File: src/rtl/or7_equiv_seq.sv
// Exhaustive equivalence sweeper: drives all 128 values of a 7-bit stimulus to
// two circuits, waits SETTLE cycles per vector and records mismatch statistics.
module or7_equiv_seq #(
  parameter int unsigned SETTLE = 1
) (
  input  logic       clk,
  input  logic       rst_n,
  input  logic       start,
  input  logic       abort,
  output logic [6:0] vec,
  input  logic [1:0] oa,
  input  logic [1:0] ob,
  output logic       busy,
  output logic       done,
  output logic       pass,
  output logic       mm_valid,
  output logic [6:0] mm_vec,
  output logic [1:0] mm_oa,
  output logic [1:0] mm_ob,
  output logic [7:0] mm_count
);

  typedef enum logic [1:0] {IDLE, WAIT, COMPARE, DONE} state_t;

  localparam int unsigned LAST_WAIT_INT = (SETTLE > 0) ? SETTLE - 1 : 0;
  localparam logic [3:0]  LAST_WAIT     = LAST_WAIT_INT[3:0];
  localparam state_t      AFTER_VEC     = (SETTLE == 0) ? COMPARE : WAIT;

  state_t     state, state_next;
  logic [6:0] vec_next;
  logic [3:0] cnt, cnt_next;
  logic       done_next, pass_next, mm_valid_next;
  logic [6:0] mm_vec_next;
  logic [1:0] mm_oa_next, mm_ob_next;
  logic [7:0] mm_count_next;

  assign busy = (state == WAIT) || (state == COMPARE);

  always_comb begin
    state_next    = state;
    vec_next      = vec;
    cnt_next      = cnt;
    done_next     = 1'b0;
    pass_next     = pass;
    mm_valid_next = mm_valid;
    mm_vec_next   = mm_vec;
    mm_oa_next    = mm_oa;
    mm_ob_next    = mm_ob;
    mm_count_next = mm_count;
    case (state)
      IDLE: begin
        if (start && !abort) begin
          vec_next      = 7'd0;
          cnt_next      = 4'd0;
          pass_next     = 1'b0;
          mm_valid_next = 1'b0;
          mm_vec_next   = 7'd0;
          mm_oa_next    = 2'd0;
          mm_ob_next    = 2'd0;
          mm_count_next = 8'd0;
          state_next    = AFTER_VEC;
        end
      end
      WAIT: begin
        if (abort) begin
          vec_next   = 7'd0;
          state_next = IDLE;
        end else if (cnt == LAST_WAIT) begin
          state_next = COMPARE;
        end else begin
          cnt_next = cnt + 4'd1;
        end
      end
      COMPARE: begin
        if (abort) begin
          // Aborted vector is not scored; results so far are kept.
          vec_next   = 7'd0;
          state_next = IDLE;
        end else begin
          if (oa != ob) begin
            if (mm_count != 8'd128) mm_count_next = mm_count + 8'd1;
            if (!mm_valid) begin
              mm_valid_next = 1'b1;
              mm_vec_next   = vec;
              mm_oa_next    = oa;
              mm_ob_next    = ob;
            end
          end
          if (vec == 7'd127) begin
            vec_next   = 7'd0;
            state_next = DONE;
          end else begin
            vec_next   = vec + 7'd1;
            cnt_next   = 4'd0;
            state_next = AFTER_VEC;
          end
        end
      end
      DONE: begin
        done_next  = 1'b1;
        pass_next  = (mm_count == 8'd0);
        state_next = IDLE;
      end
      default: state_next = IDLE;
    endcase
  end

  always_ff @(posedge clk or negedge rst_n) begin
    if (!rst_n) begin
      state    <= IDLE;
      vec      <= 7'd0;
      cnt      <= 4'd0;
      done     <= 1'b0;
      pass     <= 1'b0;
      mm_valid <= 1'b0;
      mm_vec   <= 7'd0;
      mm_oa    <= 2'd0;
      mm_ob    <= 2'd0;
      mm_count <= 8'd0;
    end else begin
      state    <= state_next;
      vec      <= vec_next;
      cnt      <= cnt_next;
      done     <= done_next;
      pass     <= pass_next;
      mm_valid <= mm_valid_next;
      mm_vec   <= mm_vec_next;
      mm_oa    <= mm_oa_next;
      mm_ob    <= mm_ob_next;
      mm_count <= mm_count_next;
    end
  end

endmodule

File: config.mk
export PLATFORM = sky130hd
export DESIGN_NAME = or7_equiv_seq
export DESIGN_NICKNAME = d
export VERILOG_FILES = /design/src/rtl/or7_equiv_seq.sv
export SDC_FILE = /design/constraint.sdc
export NUM_CORES = 1
export LEC_CHECK = 0
export CAP_MARGIN = 20
export CORE_ASPECT_RATIO = 1.4
export CORE_MARGIN = 1.5
export CORE_UTILIZATION = 45
export CTS_CLUSTER_SIZE = 8
export DETAILED_ROUTE_END_ITERATION = 8
export GPL_TIMING_DRIVEN = 0
export PLACE_DENSITY = 0.8
export SLEW_MARGIN = 15
export SYNTH_ARGS = -nofsm -noshare
export SYNTH_HDL_FRONTEND = slang
export SYNTH_SLANG_ARGS = --single-unit
File: constraint.sdc
create_clock -name clk -period 4 [get_ports clk]
set_input_delay 0.6 -clock clk [delete_from_list [all_inputs] [get_ports clk]]
set_output_delay 0.6 -clock clk [all_outputs]
set_load 0.02 [all_outputs]
==> key figures <==
Run status
  – Status: completed

Flow run
  – Maxcap violations: 0

Place
  – # port buffers: 37
  – Inst Count DP: 311
  – Gpl congestion: 0.8536
  – Detailed Place HPWL: 3243 µm

Clocking
  – CTS tree: yes
  – Clk Latency, worst-skew pair: 0.29 ns
  – Clock tree buffer depth: 2
  – CTS Hold Buffers Added: 0
  – Post-CTS Setup Inserts: 0
  – Clk slew on worst S/H paths: 0.07 ns
  – Clk sinks: 35
  – Post-CTS sizing: 0
  – Root Driver: clkbuf_8
  – Num CTS Buffers: 5
  – Htree depth: 2

Logic synthesis
  – Synth top area share: 0.4332
  – YS warnings: 0
  – Library cells used by synthesis: 44
  – Mapped Avg Cell Area: 9.493 µm²
  – Post-Synthesis Cells: 213
  – Area contributors post-synth: dfrtp_1 (43%), mux2i_1 (6.9%), nand2_1 (6.1%), ha_1 (5.6%), inv_1 (4.1%)
  – Ys flop type: dfrtp_1
  – Post-synth EDFFs: 0
  – Post-Syn Nets: 230
  – Share of flip-flops with an asynchronous set or reset: 1.000
  – Mapped cell area: 2022 µm²
  – Sequential share of the synthesized area: 0.4332
  – Flop and latch count out of synthesis: 35
  – Post-synthesis cell type with the largest combined area: dfrtp_1

Setup path
  – Crit-path max FO: 10
  – Slowest CP cell: a311oi_2
  – R2r worst-path depth: 8
  – Critical path cell sequence: inv_1 > ha_1 > buf_2 > mux2i_1 > a311oi_2 > nand2_1 > buf_2 > mux2i_1
  – Critical path type: flip-flop to flip-flop
  – Critical Path AT: 2.56 ns
  – Crit path launch: state[0]
  – Reg2reg end: mm_vec[3]
  – RR Startpoint: state[0]
  – CP delay by family, top: compound AO/OA/AOI/OAI gates
  – Startpoint types: flip-flop
  – R2R setup slack: 1.61 ns
  – Buf/Inv on CP: 3
  – Endpoint class of the critical path: flip-flop
  – Critical path required time: 4.17 ns
  – CP max stage delay: 0.66 ns

Floorplanning
  – I/O pins: 38
  – Starting Density: 0.4731
  – Site Rows: 28
  – Die Footprint: 4910 µm²
  – Core ar.: 4274 µm²
  – Die height: 82.31 µm
  – Die Wd: 59.65 µm

Timing
  – Crit share post-route: 0.5982
  – Final-report hold violation count: 0
  – Slew @ Worst Pin: 0.7308 ns
  – Sum of negative setup slack: 0 ns
  – Max-slew violations: 0
  – Clock skew: 0.003728 ns
  – Slew headroom: 0.5128
  – RSZ-0062 raised after global routing: no
  – WHS: 0.2421 ns
  – Crit path time final: 2.393 ns
  – Final setup vio count: 0
  – F_max: 0.4179 GHz

Cells and area
  – Nets@finish: 275
  – Post-layout util: 0.6101
  – Area Overhead vs Synth: 28.96%
  – Finished Layout Cells: 319
  – Most common cell after layout, fill and taps aside: clkdlybuf4s50_1
  – Diodes inserted: 0
  – FILL cells: 364
  – Most frequent cells in the layout: clkdlybuf4s50_1 (36), dfrtp_1 (35), nand2_1 (33), inv_1 (22), mux2i_1 (14)
  – Layout cell share with drive strength beyond 1: 0.09266

GRT
  – Largest net degree at the start of global routing: 20
  – GRT Util Overall: 0.2023
  – Total gr overflow: 0
  – Vias in the first global route: 1,691
  – First-pass GRT wire length: 7465 µm
  – Initial antenna violation count: 0

Route
  – Drt wl/cell: 13.80 µm
  – Antenna-violating nets left: 0
  – DR vias/cell: 5.310
  – Wirelength, routed: 4403 µm
  – DR iter-0 viols: 75
  – Vias: 1,694
  – TritonRoute pass-1 iters: 5
  – Drt drc: 0

Power and ir drop
  – Leakage: 1.116 nW
  – Total power: 1.590 mW
  – Worst VDD drop: 0.4076 mV
  – Pwr per Cell Area: 609.7 nW/µm²

Hold path
  – Hold/Removal Path Class: input port to asynchronous set/reset pin
area by class of cell:
cell class / count / area (µm²) / area share
buffer: 10 / 71.32 / 0.02735
clock buffer: 6 / 82.58 / 0.03167
clock inverter: 2 / 35.03 / 0.01344
inverter: 22 / 82.58 / 0.03167
multi-input combinational: 146 / 992.2 / 0.3805
sequential: 35 / 875.8 / 0.3359
tap: 60 / 75.07 / 0.02879
timing repair buffer: 38 / 392.9 / 0.1507
layer usage:
| layer | routed length [µm] | GRT usage |
|---|---|---|
| met1 | 1805 | 0.2240 |
| met2 | 2350 | 0.3630 |
| met3 | 166 | 0.04361 |
| met4 | 79 | 0.08889 |
| met5 | 0 | 0 |
metrics by stage:
step           setup slack, ns  cell area [µm²]
4_1_cts                  1.600             2608
2_1_floorplan            1.716             2022
5_1_grt                  1.400             2608
3_3_place_gp             1.352             2467
3_5_place_dp             1.314             2490
6_report                 1.607             2608
worst max-delay path by stage:
| stage | cells after the start | endpoint | slack, ns |
|---|---|---|---|
| 6_report | 8 | mm_vec[3] | 1.61 |
| 2_1_floorplan | 7 | mm_count[3] | 1.72 |
| 3_3_place_gp | 6 | mm_vec[0] | 1.35 |
| 4_1_cts | 8 | mm_ob[0] | 1.60 |
| 5_1_grt | 8 | mm_vec[5] | 1.40 |
| 3_5_place_dp | 6 | mm_vec[5] | 1.31 |
cell usage after synthesis, types with 4 or more instances:
cell,instances
dfrtp_1,35
ha_1,9
inv_1,22
mux2i_1,14
nand2_1,33
nand2b_1,7
nand3_1,9
nand4_1,4
nor2_1,5
nor2b_1,4
o21ai_0,13
o221ai_1,8
sequential cells by signal (all words and copies together) (netlist names):
name and cells:
mm_valid 1, pass 1, mm_ob 2, mm_count 8, mm_oa 2, state 2
mm_vec 7, done 1, cnt 4, vec 7
power breakdown:
group	leakage (nW)	switching [mW]	internal [mW]
Combinational	0.572	0.412	0.339
Sequential	0.483	0.0753	0.426
Clock	0.0612	0.135	0.202
Total	1.12	0.623	0.967
cell families (layout without fill, tap and decap cells):
kind of cell / count (synthesis) / in the layout / share of synthesized area
adder cells (fa/ha/maj): 9 / 9 / 0.05569
AO/OA/AOI/OAI: 39 / 39 / 0.1380
XOR/XNOR: 3 / 3 / 0.01300
flip-flops: 35 / 35 / 0.4332
multiplexers: 17 / 17 / 0.08601
buffers and inverters: 32 / 78 / 0.07611
AND/OR/NAND/NOR: 78 / 78 / 0.1980
(Power assumes the default switching activity.)
==> edit, RTL diff (config.mk and constraints unchanged) <==
Make the reset (`rst_n`) synchronous in one clocked block.
--- a/src/rtl/or7_equiv_seq.sv
+++ b/src/rtl/or7_equiv_seq.sv
@@ -105,7 +105,7 @@
     endcase
   end
 
-  always_ff @(posedge clk or negedge rst_n) begin
+  always_ff @(posedge clk) begin
     if (!rst_n) begin
       state    <= IDLE;
       vec      <= 7'd0;
Formal check against the unedited RTL: differs if rst_n is asserted again (counterexample within 4 cycles, from zero or initial values and one cycle with rst_n low); with rst_n held inactive, the same outputs for 10 cycles.
==> edit against the unedited design <==
- clock skew rose by 0.0045 ns
- design area fell by 3.2%
- critical path depth fell by 5
- sequential cell count did not move
- setup slack improved by 0.094 ns
- wire length rose by 9.6%
- fmax rose by 4.1%
- area after synthesis fell by 1.6%
- synthesized cell count rose by 13%
Power is not compared: it rests on default switching activity, and its combinational part moved more than twofold at a synthesized area within 25%.
==> edit: results (changes against the unedited design) <==
* Reg2Reg Setup Slack at 1.78 ns (+0.17 ns)
* Slowest cell on crit path: clkdlybuf4s50_1
* Post-Synthesis Cells at 240 (+13%)
* IO Port Bufs at 36 (-2.7%)
* FFs w/ async S/R, synth at 0 (-1.00)
* Hold slack at 0.460 ns (+0.218 ns)
* Setup bufs post-CTS at 0 (unchanged)
* Initial antenna violation count at 0 (unchanged)
* Clock buffer depth at 2 (unchanged)
* Crit path DAT at 1.70 ns (-0.86 ns)
* Syn_nets at 257 (+12%)
* Slowest stage delay, CP at 0.62 ns (-0.04 ns)
* Sequential area share after synthesis at 0.352 (-0.0810)
* DP HPWL at 3560 um (+9.9%)
* Clock transition at path regs at 0.07 ns (about the same)
* Routability cong. at 0.872 (+2.1%)
* Nets at 300 (+9.1%)
* Delay-heaviest family, CP: buffers and inverters
* Post-synth top cells: dfxtp_1, nand2_1, nand3_1
* Hold crit path type: reg2reg
* First-pass GRT wire length at 8260 um (+11%)
* Post-synth cell types at 44 (unchanged)
* Top Registers: mm_count (8), mm_vec (7), vec (7)
* 1st-pass router iterations at 4 (-1)
* Largest net degree at the start of global routing at 11 (-45%)
* Ranking of synthesized cells by area: dfxtp_1, mux2i_1, nand3_1
* Diodes inserted at 0 (unchanged)
* Switching pwr at 201 uW
* Number of CTS-inserted buffers at 5 (unchanged)
* DRT iter0 DRCs at 73 (-2.7%)
* Final Skew at 0.00820 ns (+0.00448 ns)
* Layout cells sized above 1 at 0.0528 (-0.0398)
* Avg WL per Cell at 14.0 um (+1.6%)
* DR vias at 1968 (+16%)
* Detailed Route WL at 4820 um (+9.6%)
* Total track usage at 0.219 (+0.0165)
* Critical Path Fanout Max at 4 (-6)
* Top_reg_cell synth: dfxtp_1
* Yosys warnings at 0 (unchanged)
* Slew @ Worst Pin at 0.608 ns (-0.123 ns)
* Status: completed
* Vias in the first global route at 1893 (+12%)
* Peak supply drop at 210 uV
[edit: cell count changes in the layout (fill, tap and decap cells not counted), moves of 7 or more]
cell and change:
a21oi_1 +8, and3_1 +7, clkbuf_1 +10, dfrtp_1 -35
dfxtp_1 +35, inv_1 -11, nand2_1 -8, nand3_1 +14
[edit: power by group through the flow]
stage	Clock, uW	Combinational [uW]	Sequential [uW]
2_1_floorplan	0	78.5	363
3_3_place_gp	0	112	363
3_5_place_dp	0	113	363
4_1_cts	289	114	355
5_1_grt	303	125	355
6_report	284	115	355
[edit: per-layer routing]
metal | track usage | part of all wire | wire length, um
met2 | 0.378 | 0.50 | 2400
met5 | 0 | 0 | 0
met4 | 0.100 | 0.020 | 97
met1 | 0.260 | 0.44 | 2110
met3 | 0.0346 | 0.046 | 221
[edit: area by class of cell]
type	instances	area, um^2
buffer	16	68.8
clock buffer	8	100
inverter	11	41.3
fill	386	1710
sequential	35	701
timing repair buffer	36	360
tap	60	75.1
multi-input combinational	178	1180
[edit: final timing paths]
| check | start | endpoint | cells after the start |
|---|---|---|---|
| hold / removal | mm_vec[6]$_SDFFE_PN0P_ | mm_vec[6]$_SDFFE_PN0P_ | 2 |
| setup / recovery | state[0]$_SDFFE_PN0P_ | busy | 3 |
| hold reg to reg | mm_vec[6]$_SDFFE_PN0P_ | mm_vec[6]$_SDFFE_PN0P_ | 2 |
| setup reg to reg | state[0]$_SDFFE_PN0P_ | mm_vec[2]$_SDFFE_PN0P_ | 7 |
[edit: worst reg2reg max path, cell delays in order (launching register included)]
cell	delay (ns)
dfxtp_1	0.34
inv_1	0.09
ha_1	0.24
clkbuf_1	0.38
buf_1	0.44
clkbuf_1	0.40
nand3_1	0.12
mux2i_1	0.14
[edit: stage by stage]
step                      setup slack (ns)  power, uW  cell area [um^2]
after global routing                  1.55        783              2520
after global placement                1.46        475              2420
final                                 1.70        753              2520
after floorplan                       2.01        442              1990
after CTS                             1.71        758              2520
after detailed placement              1.43        476              2420
[edit: logic make-up (layout without fill, tap and decap cells)]
group | Yosys count | count (layout) | share of synthesized area
flip-flops | 35 | 35 | 0.352
multiplexers | 12 | 12 | 0.0604
AO/OA/AOI/OAI | 54 | 54 | 0.192
XOR/XNOR | 3 | 3 | 0.0132
buffers and inverters | 27 | 71 | 0.0553
AND/OR/NAND/NOR | 100 | 100 | 0.270
adder cells (fa/ha/maj) | 9 | 9 | 0.0566
